### src/rtl/sync_fifo_gen2.sv
// sync_fifo_gen2: single-clock FIFO with generic width/depth (non-power-of-2
// depth allowed), registered or first-word-fall-through read, programmable
// almost-full/almost-empty levels, synchronous flush and live occupancy.
module sync_fifo_gen2 #(
    parameter int FIFO_WIDTH = 16,
    parameter int FIFO_DEPTH = 8,
    parameter int FWFT       = 0,
    parameter int AF_LEVEL   = FIFO_DEPTH - 1,
    parameter int AE_LEVEL   = 1
) (
    input  logic                            clk,
    input  logic                            rst_n,
    input  logic                            flush,
    input  logic                            wr_en,
    input  logic [FIFO_WIDTH-1:0]           data_in,
    input  logic                            rd_en,
    output logic [FIFO_WIDTH-1:0]           data_out,
    output logic                            data_valid,
    output logic                            wr_ack,
    output logic                            overflow,
    output logic                            underflow,
    output logic                            full,
    output logic                            empty,
    output logic                            almostfull,
    output logic                            almostempty,
    output logic [$clog2(FIFO_DEPTH+1)-1:0] count
);

    localparam int CW = $clog2(FIFO_DEPTH + 1);
    localparam int PW = (FIFO_DEPTH > 1) ? $clog2(FIFO_DEPTH) : 1;
    localparam logic [CW-1:0] DEPTH_C  = CW'(FIFO_DEPTH);
    localparam logic [CW-1:0] AF_C     = CW'(AF_LEVEL);
    localparam logic [CW-1:0] AE_C     = CW'(AE_LEVEL);
    localparam logic [PW-1:0] PTR_LAST = PW'(FIFO_DEPTH - 1);

    // Reject configurations whose flag levels or geometry make no sense.
    if (FIFO_WIDTH < 1 || FIFO_DEPTH < 2 ||
        AF_LEVEL < 1 || AF_LEVEL > FIFO_DEPTH - 1 ||
        AE_LEVEL < 1 || AE_LEVEL > FIFO_DEPTH - 1) begin : g_param_err
        $error("sync_fifo_gen2: FIFO_WIDTH/FIFO_DEPTH/AF_LEVEL/AE_LEVEL out of range");
    end

    // Pointers wrap explicitly at the last entry so any depth works.
    function automatic logic [PW-1:0] ptr_next(input logic [PW-1:0] ptr);
        logic [PW-1:0] nxt;
        if (ptr == PTR_LAST) begin
            nxt = PW'(0);
        end else begin
            nxt = ptr + PW'(1);
        end
        return nxt;
    endfunction

    logic [FIFO_WIDTH-1:0] mem_q [FIFO_DEPTH];
    logic [PW-1:0]         wr_ptr_q, wr_ptr_d;
    logic [PW-1:0]         rd_ptr_q, rd_ptr_d;
    logic [CW-1:0]         count_q, count_d;
    logic [FIFO_WIDTH-1:0] data_out_q, data_out_d;
    logic                  data_valid_q, data_valid_d;
    logic                  wr_ack_q, wr_ack_d;
    logic                  overflow_q, overflow_d;
    logic                  underflow_q, underflow_d;
    logic                  full_s, empty_s;
    logic                  wr_acc_s, rd_acc_s, mem_we_s;

    // Status flags are a pure decode of the current occupancy.
    always_comb begin
        full_s      = (count_q == DEPTH_C);
        empty_s     = (count_q == CW'(0));
        almostfull  = (count_q >= AF_C) && !full_s;
        almostempty = (count_q <= AE_C) && !empty_s;
        full        = full_s;
        empty       = empty_s;
        count       = count_q;
    end

    // Next-state computation: flush clears state, otherwise accept reads/writes.
    always_comb begin
        wr_acc_s     = wr_en && !full_s;
        rd_acc_s     = rd_en && !empty_s;
        mem_we_s     = 1'b0;
        wr_ptr_d     = wr_ptr_q;
        rd_ptr_d     = rd_ptr_q;
        count_d      = count_q;
        data_out_d   = data_out_q;
        data_valid_d = 1'b0;
        wr_ack_d     = 1'b0;
        overflow_d   = 1'b0;
        underflow_d  = 1'b0;
        if (flush) begin
            wr_ptr_d = PW'(0);
            rd_ptr_d = PW'(0);
            count_d  = CW'(0);
        end else begin
            mem_we_s    = wr_acc_s && rst_n;
            wr_ack_d    = wr_acc_s;
            overflow_d  = wr_en && full_s;
            underflow_d = rd_en && empty_s;
            if (wr_acc_s) begin
                wr_ptr_d = ptr_next(wr_ptr_q);
            end else begin
                wr_ptr_d = wr_ptr_q;
            end
            if (rd_acc_s) begin
                rd_ptr_d     = ptr_next(rd_ptr_q);
                data_out_d   = mem_q[rd_ptr_q];
                data_valid_d = 1'b1;
            end else begin
                rd_ptr_d     = rd_ptr_q;
                data_out_d   = data_out_q;
                data_valid_d = 1'b0;
            end
            case ({wr_acc_s, rd_acc_s})
                2'b10:   count_d = count_q + CW'(1);
                2'b01:   count_d = count_q - CW'(1);
                default: count_d = count_q;
            endcase
        end
    end

    // Control state registers with synchronous active-low reset.
    always_ff @(posedge clk) begin
        if (!rst_n) begin
            wr_ptr_q     <= PW'(0);
            rd_ptr_q     <= PW'(0);
            count_q      <= CW'(0);
            data_out_q   <= FIFO_WIDTH'(0);
            data_valid_q <= 1'b0;
            wr_ack_q     <= 1'b0;
            overflow_q   <= 1'b0;
            underflow_q  <= 1'b0;
        end else begin
            wr_ptr_q     <= wr_ptr_d;
            rd_ptr_q     <= rd_ptr_d;
            count_q      <= count_d;
            data_out_q   <= data_out_d;
            data_valid_q <= data_valid_d;
            wr_ack_q     <= wr_ack_d;
            overflow_q   <= overflow_d;
            underflow_q  <= underflow_d;
        end
    end

    // Storage array; never cleared, only written on an accepted write.
    always_ff @(posedge clk) begin
        if (mem_we_s) begin
            mem_q[wr_ptr_q] <= data_in;
        end
    end

    // Read port: registered word, or the head word shown directly in FWFT mode.
    always_comb begin
        wr_ack    = wr_ack_q;
        overflow  = overflow_q;
        underflow = underflow_q;
        if (FWFT != 0) begin
            data_valid = !empty_s;
            if (empty_s) begin
                data_out = data_out_q;
            end else begin
                data_out = mem_q[rd_ptr_q];
            end
        end else begin
            data_valid = data_valid_q;
            data_out   = data_out_q;
        end
    end

endmodule

### config.mk
export PLATFORM = sky130hd
export DESIGN_NAME = sync_fifo_gen2
export DESIGN_NICKNAME = d
export VERILOG_FILES = /design/src/rtl/sync_fifo_gen2.sv
export SDC_FILE = /design/constraint.sdc
export NUM_CORES = 1
export LEC_CHECK = 0
export CORE_ASPECT_RATIO = 0.9
export CORE_MARGIN = 8
export CORE_UTILIZATION = 62
export CTS_BUF_LIST = sky130_fd_sc_hd__clkbuf_4 sky130_fd_sc_hd__clkbuf_8 sky130_fd_sc_hd__clkbuf_16
export DETAILED_ROUTE_END_ITERATION = 6
export DONT_BUFFER_PORTS = 1
export GPL_ROUTABILITY_DRIVEN = 0
export HOLD_SLACK_MARGIN = 0.03
export PLACE_DENSITY_LB_ADDON = 0.25
export REMOVE_ABC_BUFFERS = 1
export SLEW_MARGIN = 20
export SYNTH_ARGS = -nofsm -noshare
export SYNTH_HDL_FRONTEND = slang
export SYNTH_SLANG_ARGS = --single-unit
### constraint.sdc
create_clock -name clk -period 3.9 [get_ports clk]
set_input_delay 0 -clock clk [delete_from_list [all_inputs] [get_ports clk]]
set_output_delay 0 -clock clk [all_outputs]
set_load 0.05 [all_outputs]
==> results.toml, run 1 <==
[outcome]
outcome = "completed"

[clock_tree]
worst_skew_pair.late_latency_ns = 0.52
cts_tree = "yes"
max_buffers_root_to_sink = 2
numCtsBuffers = 17
clkSinkCount = 158
clkSlewWorstSetupHoldPaths_ns = 0.06
cts_repair_resize_count = 0
htreeDepth = 4
clock-root-buffer = "clkbuf_8"

[min_path]
holdPathStages = 3
min_path_type = "in2reg"
min_delay_worst_endpoint = "mem_q[6][8]$_DFFE_PP_"
hp-start = "flush"

[grt]
antenna_found_initial = 0
grt_usage_pct = 19.2
first_global_vias = 3063
grt_max_degree = 21
grt_first_pass_wirelength_um = 18000
grt-ovfl-total = 0

[synth]
syn-instance-count = 305
post_synth_main_area_contributors = "edfxtp_1, dfxtp_1, mux4_2"
netlist_area_pre_place_mm2 = 0.00608
synth_most_common_cell = "edfxtp_1"
yosysUniqueCellTypes = 33
synth-main-ff-cell = "edfxtp_1"
yosysWarningCount = 0
synth_async_sr_flop_share_pct = 0
syn_area_per_cell_um2 = 19.9
ys_seq_elements = 158
synth_top_area_share_pct = 63.2
yosys-top-cells-count = "edfxtp_1, dfxtp_1, mux4_2"
synthDominantAreaCellType = "edfxtp_1"
ys_seq_area_share_pct = 73.1
synth_enable_flop_cells = 128

[routing]
remaining_drc_errors = 0
wire_per_inst_um = 24.4
vias = 3027
drt_first_iter_violations = 278
finalWirelength_um = 11800
detail_route.first_pass.iterations = 4
ant_nets = 0
avgViaCountPerCell = 6.24

[die]
top_level_ports = 49
area_of_the_die_mm2 = 0.0132
die_w_um = 120
floorplan.initialDensity_pct = 63.2
die_y_um = 110
placement_rows = 34
coreArea_mm2 = 0.00961

[critical_path]
regToRegSetupSlack_ns = 0.81
r2r_start = "count[0]$_SDFFE_PP0P_"
crit_path_end_kind = "register"
r2r_cells = 7
critical_path.startpoint_type = "register"
worst-endpoint-arrival_ns = 3.31
worst-endpoint-required_ns = 4.12
r2r-end = "mem_q[0][9]$_DFFE_PP_"
critPathMaxFanout = 10
setup.worst_path.class = "reg2reg"

[placement]
post-place-ws_ns = 0.881
io_buffers = 0
dpl.hpwl_um = 6910

[sta]
worst-slew-pin-transition_ns = 1.08
maxSlewHeadroom_pct = 27.9
clock.fmax_mhz = 324
setup_total_negative_slack_ns = 0
unrepaired_setup_endpoints_after_global_routing = "no"
tightest_hold_margin_ns = 0.104
timing_max_transition_violations_final = 0
period_needed_ns = 3.09
fin_ws_ns = 0.813
final_setup_violation_count = 0
final.setup_skew_ns = 0.00779
period_share_pct = 79.2
timing_hold_violations_final = 0

[layout]
flow.area_growth_from_synthesis_pct = 16.9
insertedDiodeCount = 0
final_core_util_pct = 73.9
post_route_cells_drive_above_1_share_pct = 23.4
finalNetCount = 375
fillers = 558
area_of_the_multi_input_gates_mm2 = 0.00154
sequential_cell_area_mm2 = 0.00445

[power_and_ir_drop]
power-per-cell-area_mw_per_mm2 = 517
power.share.switching_pct = 20.0
power_frac_comb_pct = 3.6
share_seq_of_total_power_pct = 51.2
design_power_total_mw = 3.67
p_leak_nw = 2.38
vdd_ir_drop_max_mv = 0.470
power.share.clock_pct = 45.2
p_sw_uw = 734
cell_internal_power_dissipation_mw = 2.94

[job]
cap_violations = 0
state kept, by name, summed over array words and instances (netlist names):
register	flops
rd_ptr_q	3
data_out	16
count	4
underflow	1
wr_ack	1
overflow	1
data_valid	1
wr_ptr_q	3
mem_q	128
layout by cell type (no fill, tap or decap), types with 3 or more instances in the layout:
cell / n
inv_1: 4
mux2_2: 16
bufinv_16: 4
clkinv_1: 3
or3_1: 4
ha_1: 8
edfxtp_1: 128
mux4_1: 13
a22o_1: 17
dfxtp_1: 29
a21oi_1: 6
clkbuf_16: 16
nand2_1: 6
mux4_2: 19
buf_4: 12
mux2i_1: 3
dlygate4sd3_1: 23
clkinvlp_4: 3
nor2_1: 14
nand2b_1: 4
per-layer routing:
layer | up-vias | track usage, % | share of wire [%]
li1 | 1333 | - | -
met1 | 1570 | 23.2 | 39
met2 | 107 | 31.8 | 51
met3 | 17 | 6.26 | 8.7
met4 | 0 | 7.21 | 1.4
met5 | - | 0 | 0
how the worst max path moves through the flow:
stage	startpoint	endpoint	slack, ns	depth (start not counted)
after floorplan	count[0]$_SDFFE_PP0P_	mem_q[0][0]$_DFFE_PP_	0.62	6
after global placement	count[0]$_SDFFE_PP0P_	mem_q[0][9]$_DFFE_PP_	0.91	7
after detailed placement	count[1]$_SDFFE_PP0P_	mem_q[0][1]$_DFFE_PP_	0.88	7
after CTS	count[0]$_SDFFE_PP0P_	mem_q[0][14]$_DFFE_PP_	0.85	7
after global routing	count[1]$_SDFFE_PP0P_	mem_q[0][14]$_DFFE_PP_	0.65	7
final	count[0]$_SDFFE_PP0P_	mem_q[0][9]$_DFFE_PP_	0.81	7
logic make-up (layout without fill, tap and decap cells):
family	count (synthesis)	count (layout)	share of synthesized area, %
muxes	51	51	16.1
adders and majority gates	8	8	1.65
xor gates and xnor gates	3	3	0.432
AOI/OAI and AO/OA	27	27	3.42
DFF	158	158	73.1
and+or+nand+nor	40	40	3.50
buffers and inverters	18	72	1.77
critical path: stages, from the launching register on:
cell and delay (ns):
dfxtp_1 0.77, inv_1 0.11, ha_1 0.28, nand3b_1 0.18
nand2_1 0.19, or3_1 0.43, nor3_2 0.51, buf_4 0.32
power groups by stage:
stage                     sequential (mW)  combinational [mW]  clock [mW]
final                                1.88               0.131        1.66
after global routing                 1.88               0.141        1.75
after global placement               1.92              0.0921           0
after CTS                            1.88               0.130        1.69
after floorplan                      1.91              0.0697           0
after detailed placement             1.92              0.0945           0
final cells by class:
cell class              count  area share [%]
well taps                 126            2.22
clock inverters            13            2.43
flip-flops and latches    158            62.6
inverters                   4           0.211
repair buffers             36            4.79
clock buffers              19            6.04
multi-input cells         129            21.7
metrics by stage:
stage,instances,cell area (um^2)
after detailed placement,430,6270
final,485,7100
after CTS,485,7100
after floorplan,291,5990
after global placement,430,6270
after global routing,485,7100
what timing repair did:
| action | in CTS | in global routing |
|---|---|---|
| buffers inserted | 0 | 0 |
| endpoints found under the hold margin | 151 | 0 |
| hold buffers | 23 | 0 |
| endpoints found under the setup margin | 0 | 0 |
No activity file was read; power rests on OpenSTA's default activity.
==> run 2, diff against run 1 <==
ABC_AREA = 1   (was default)
CORE_UTILIZATION = 63   (was 62)
clock period = 3.1 ns   (was 3.9 ns; I/O delays follow)
==> run 2 against run 1 <==
  * Clock power increased by 23%
  * Area after synthesis rose by 9.7%
  * Cell count rose by 71%
  * Count of clock-buffer cells in the layout up 3
  * Final area increased by 7.5%
  * Register-to-register slack worse by 0.04 ns
  * Critical path depth rose by 3
  * Via count increased by 52%
  * Largest cell class unchanged
==> results.toml, run 2 <==
[layout]
insertedDiodeCount = 0
flow.area_growth_from_synthesis_pct = 14.5
final_common_cell = "nand2_1"
layout_common_cells = "nand2_1, edfxtp_1, inv_1, nand3_1, dfxtp_1"
final_core_util_pct = 74.2
sequential_cell_area_mm2 = 0.00445
area_of_the_multi_input_gates_mm2 = 0.00165
reg_with_most_ffs = "mem_q"
finalNetCount = 718
fillers = 656
largest_register_ff_count = 128
final-instance-count-excl-fill = 831
postLayoutCellArea_mm2 = 0.00763
post_route_cells_drive_above_1_share_pct = 8.40

[clock_tree]
cts_repair_resize_count = 0
clkSinkCount = 158
cts_setup_buffers = 0
max_buffers_root_to_sink = 2
worst_skew_pair.late_latency_ns = 0.41
clock-root-buffer = "clkbuf_16"
clkSlewWorstSetupHoldPaths_ns = 0.06
cts_tree = "yes"
numCtsBuffers = 17
htreeDepth = 4

[routing]
detail_route.first_pass.iterations = 7
avgViaCountPerCell = 5.55
vias = 4616
ant_nets = 0
finalWirelength_um = 14800
remaining_drc_errors = 0
drt_first_iter_violations = 508
wire_per_inst_um = 17.8

[placement]
io_buffers = 0
dpl.hpwl_um = 8290
placed_cell_area_mm2 = 0.00683
dp.cells = 777

[sta]
final_setup_violation_count = 0
period_share_pct = 74.9
clock.fmax_mhz = 431
period_needed_ns = 2.32
timing_max_transition_violations_final = 0
worst-slew-pin-transition_ns = 1.07
timing_hold_violations_final = 0
maxSlewHeadroom_pct = 28.2
setup_total_negative_slack_ns = 0
unrepaired_setup_endpoints_after_global_routing = "no"
final.setup_skew_ns = 0.00567

[critical_path]
setup.worst_path.class = "reg2reg"
critPathMaxFanout = 7
crit_path_cell_trace = "buf_4 > inv_1 > ha_1 > nand3_1 > nand2_1 > ha_1 > a21oi_1 > o21ai_0 > o21ai_0 > a21oi_1"
cp_slowest_cell = "ha_1"
worst-endpoint-arrival_ns = 2.62
worst-endpoint-required_ns = 3.40
critical_path.startpoint_type = "register"
crit_path_end_kind = "register"
critical_path.max_stage_delay_ns = 0.41

[power_and_ir_drop]
p_sw_mw = 1.02
p_leak_nw = 3.24
cell_internal_power_dissipation_mw = 3.64
share_seq_of_total_power_pct = 50.6
power_frac_comb_pct = 5.4
power.share.switching_pct = 21.8
vdd_ir_drop_max_mv = 0.742
power.share.clock_pct = 44.0
power-per-cell-area_mw_per_mm2 = 610

[synth]
synthDominantAreaCellType = "edfxtp_1"
synth_top_area_share_pct = 57.6
post_synth_main_area_contributors = "edfxtp_1, nand2_1, dfxtp_1"
synth-main-ff-cell = "edfxtp_1"
syn_area_per_cell_um2 = 10.1
yosysWarningCount = 0
ys_seq_elements = 158
yosys-top-cells-count = "nand2_1, edfxtp_1, inv_1"
synth_most_common_cell = "nand2_1"
syn-instance-count = 659
ys_seq_area_share_pct = 66.6
synth_enable_flop_cells = 128
yosysUniqueCellTypes = 24
netlist_area_pre_place_mm2 = 0.00667
synth_async_sr_flop_share_pct = 0

[min_path]
min_path_type = "in2reg"

[die]
floorplan.initialDensity_pct = 64.8
die_y_um = 114
coreArea_mm2 = 0.0103
area_of_the_die_mm2 = 0.0141
top_level_ports = 49
die_w_um = 124
placement_rows = 35

[outcome]
outcome = "completed"

[grt]
grt_first_pass_wirelength_um = 23600
grt_max_degree = 66
first_global_vias = 4572
antenna_found_initial = 0
grt-ovfl-total = 0
grt_usage_pct = 21.4

[job]
cap_violations = 0
## run 2: metal layers
| layer | part of all wire (%) | global-route usage, % |
|---|---|---|
| met1 | 41 | 26.1 |
| met2 | 49 | 35.2 |
| met3 | 8.2 | 5.70 |
| met4 | 2.0 | 9.46 |
| met5 | 0 | 0 |
## run 2: power by group through the flow
stage	Combinational (mW)	Sequential (mW)	Clock, mW
after global routing	0.279	2.36	2.15
after floorplan	0.130	2.42	0
after global placement	0.195	2.40	0
final	0.254	2.36	2.05
after CTS	0.250	2.36	2.06
after detailed placement	0.203	2.40	0
## run 2: cells by family (layout without fill, tap and decap cells)
group / Yosys count / after routing / synth area share (%)
DFF: 158 / 158 / 66.6
adders and majority gates: 8 / 8 / 1.50
AOI/OAI and AO/OA: 38 / 38 / 3.02
and+or+nand+nor: 310 / 310 / 20.0
buffers and inverters: 144 / 187 / 8.70
xor gates and xnor gates: 1 / 1 / 0.131
## run 2: metrics by stage
step	hold slack (ns)	total power, mW	setup slack [ns]
global route	0.414	4.79	0.602
CTS	0.401	4.67	0.849
global placement	0.0993	2.60	0.936
floorplan	0.0989	2.55	0.0973
detailed placement	0.0993	2.61	0.868
finish	0.431	4.66	0.777
## run 2: worst paths after layout
path                                 start                       end  slack, ns  depth (start not counted)
setup / recovery     count[0]$_SDFFE_PP0P_     count[2]$_SDFFE_PP0P_       0.78                         10
hold / removal                  data_in[5]     mem_q[7][5]$_DFFE_PP_       0.43                          1
setup reg to reg     count[0]$_SDFFE_PP0P_     count[2]$_SDFFE_PP0P_       0.78                         10
hold reg to reg   wr_ptr_q[0]$_SDFFE_PP0P_  wr_ptr_q[0]$_SDFFE_PP0P_       0.53                          2
## run 2: repair_timing
action,4_1_cts,5_1_grt
hold endpoints to repair,158,0
hold buffers,22,0
endpoints found under the setup margin,0,0
## run 2: critical path, delay by kind of cell, from the launching register on
kind	cells	cell delay, ns
fa+ha+maj	2	0.70
simple gates	2	0.38
buf+inv	2	0.34
flops	1	0.31
compound gates	4	0.48
## run 2: cell type report
type	count	share of cell area, %
Sequential cell	158	58.2
Multi-Input combinational cell	357	21.6
Clock buffer	22	6.23
Inverter	117	5.78
Timing Repair Buffer	38	4.62
Tap cell	129	2.11
Clock inverter	10	1.47
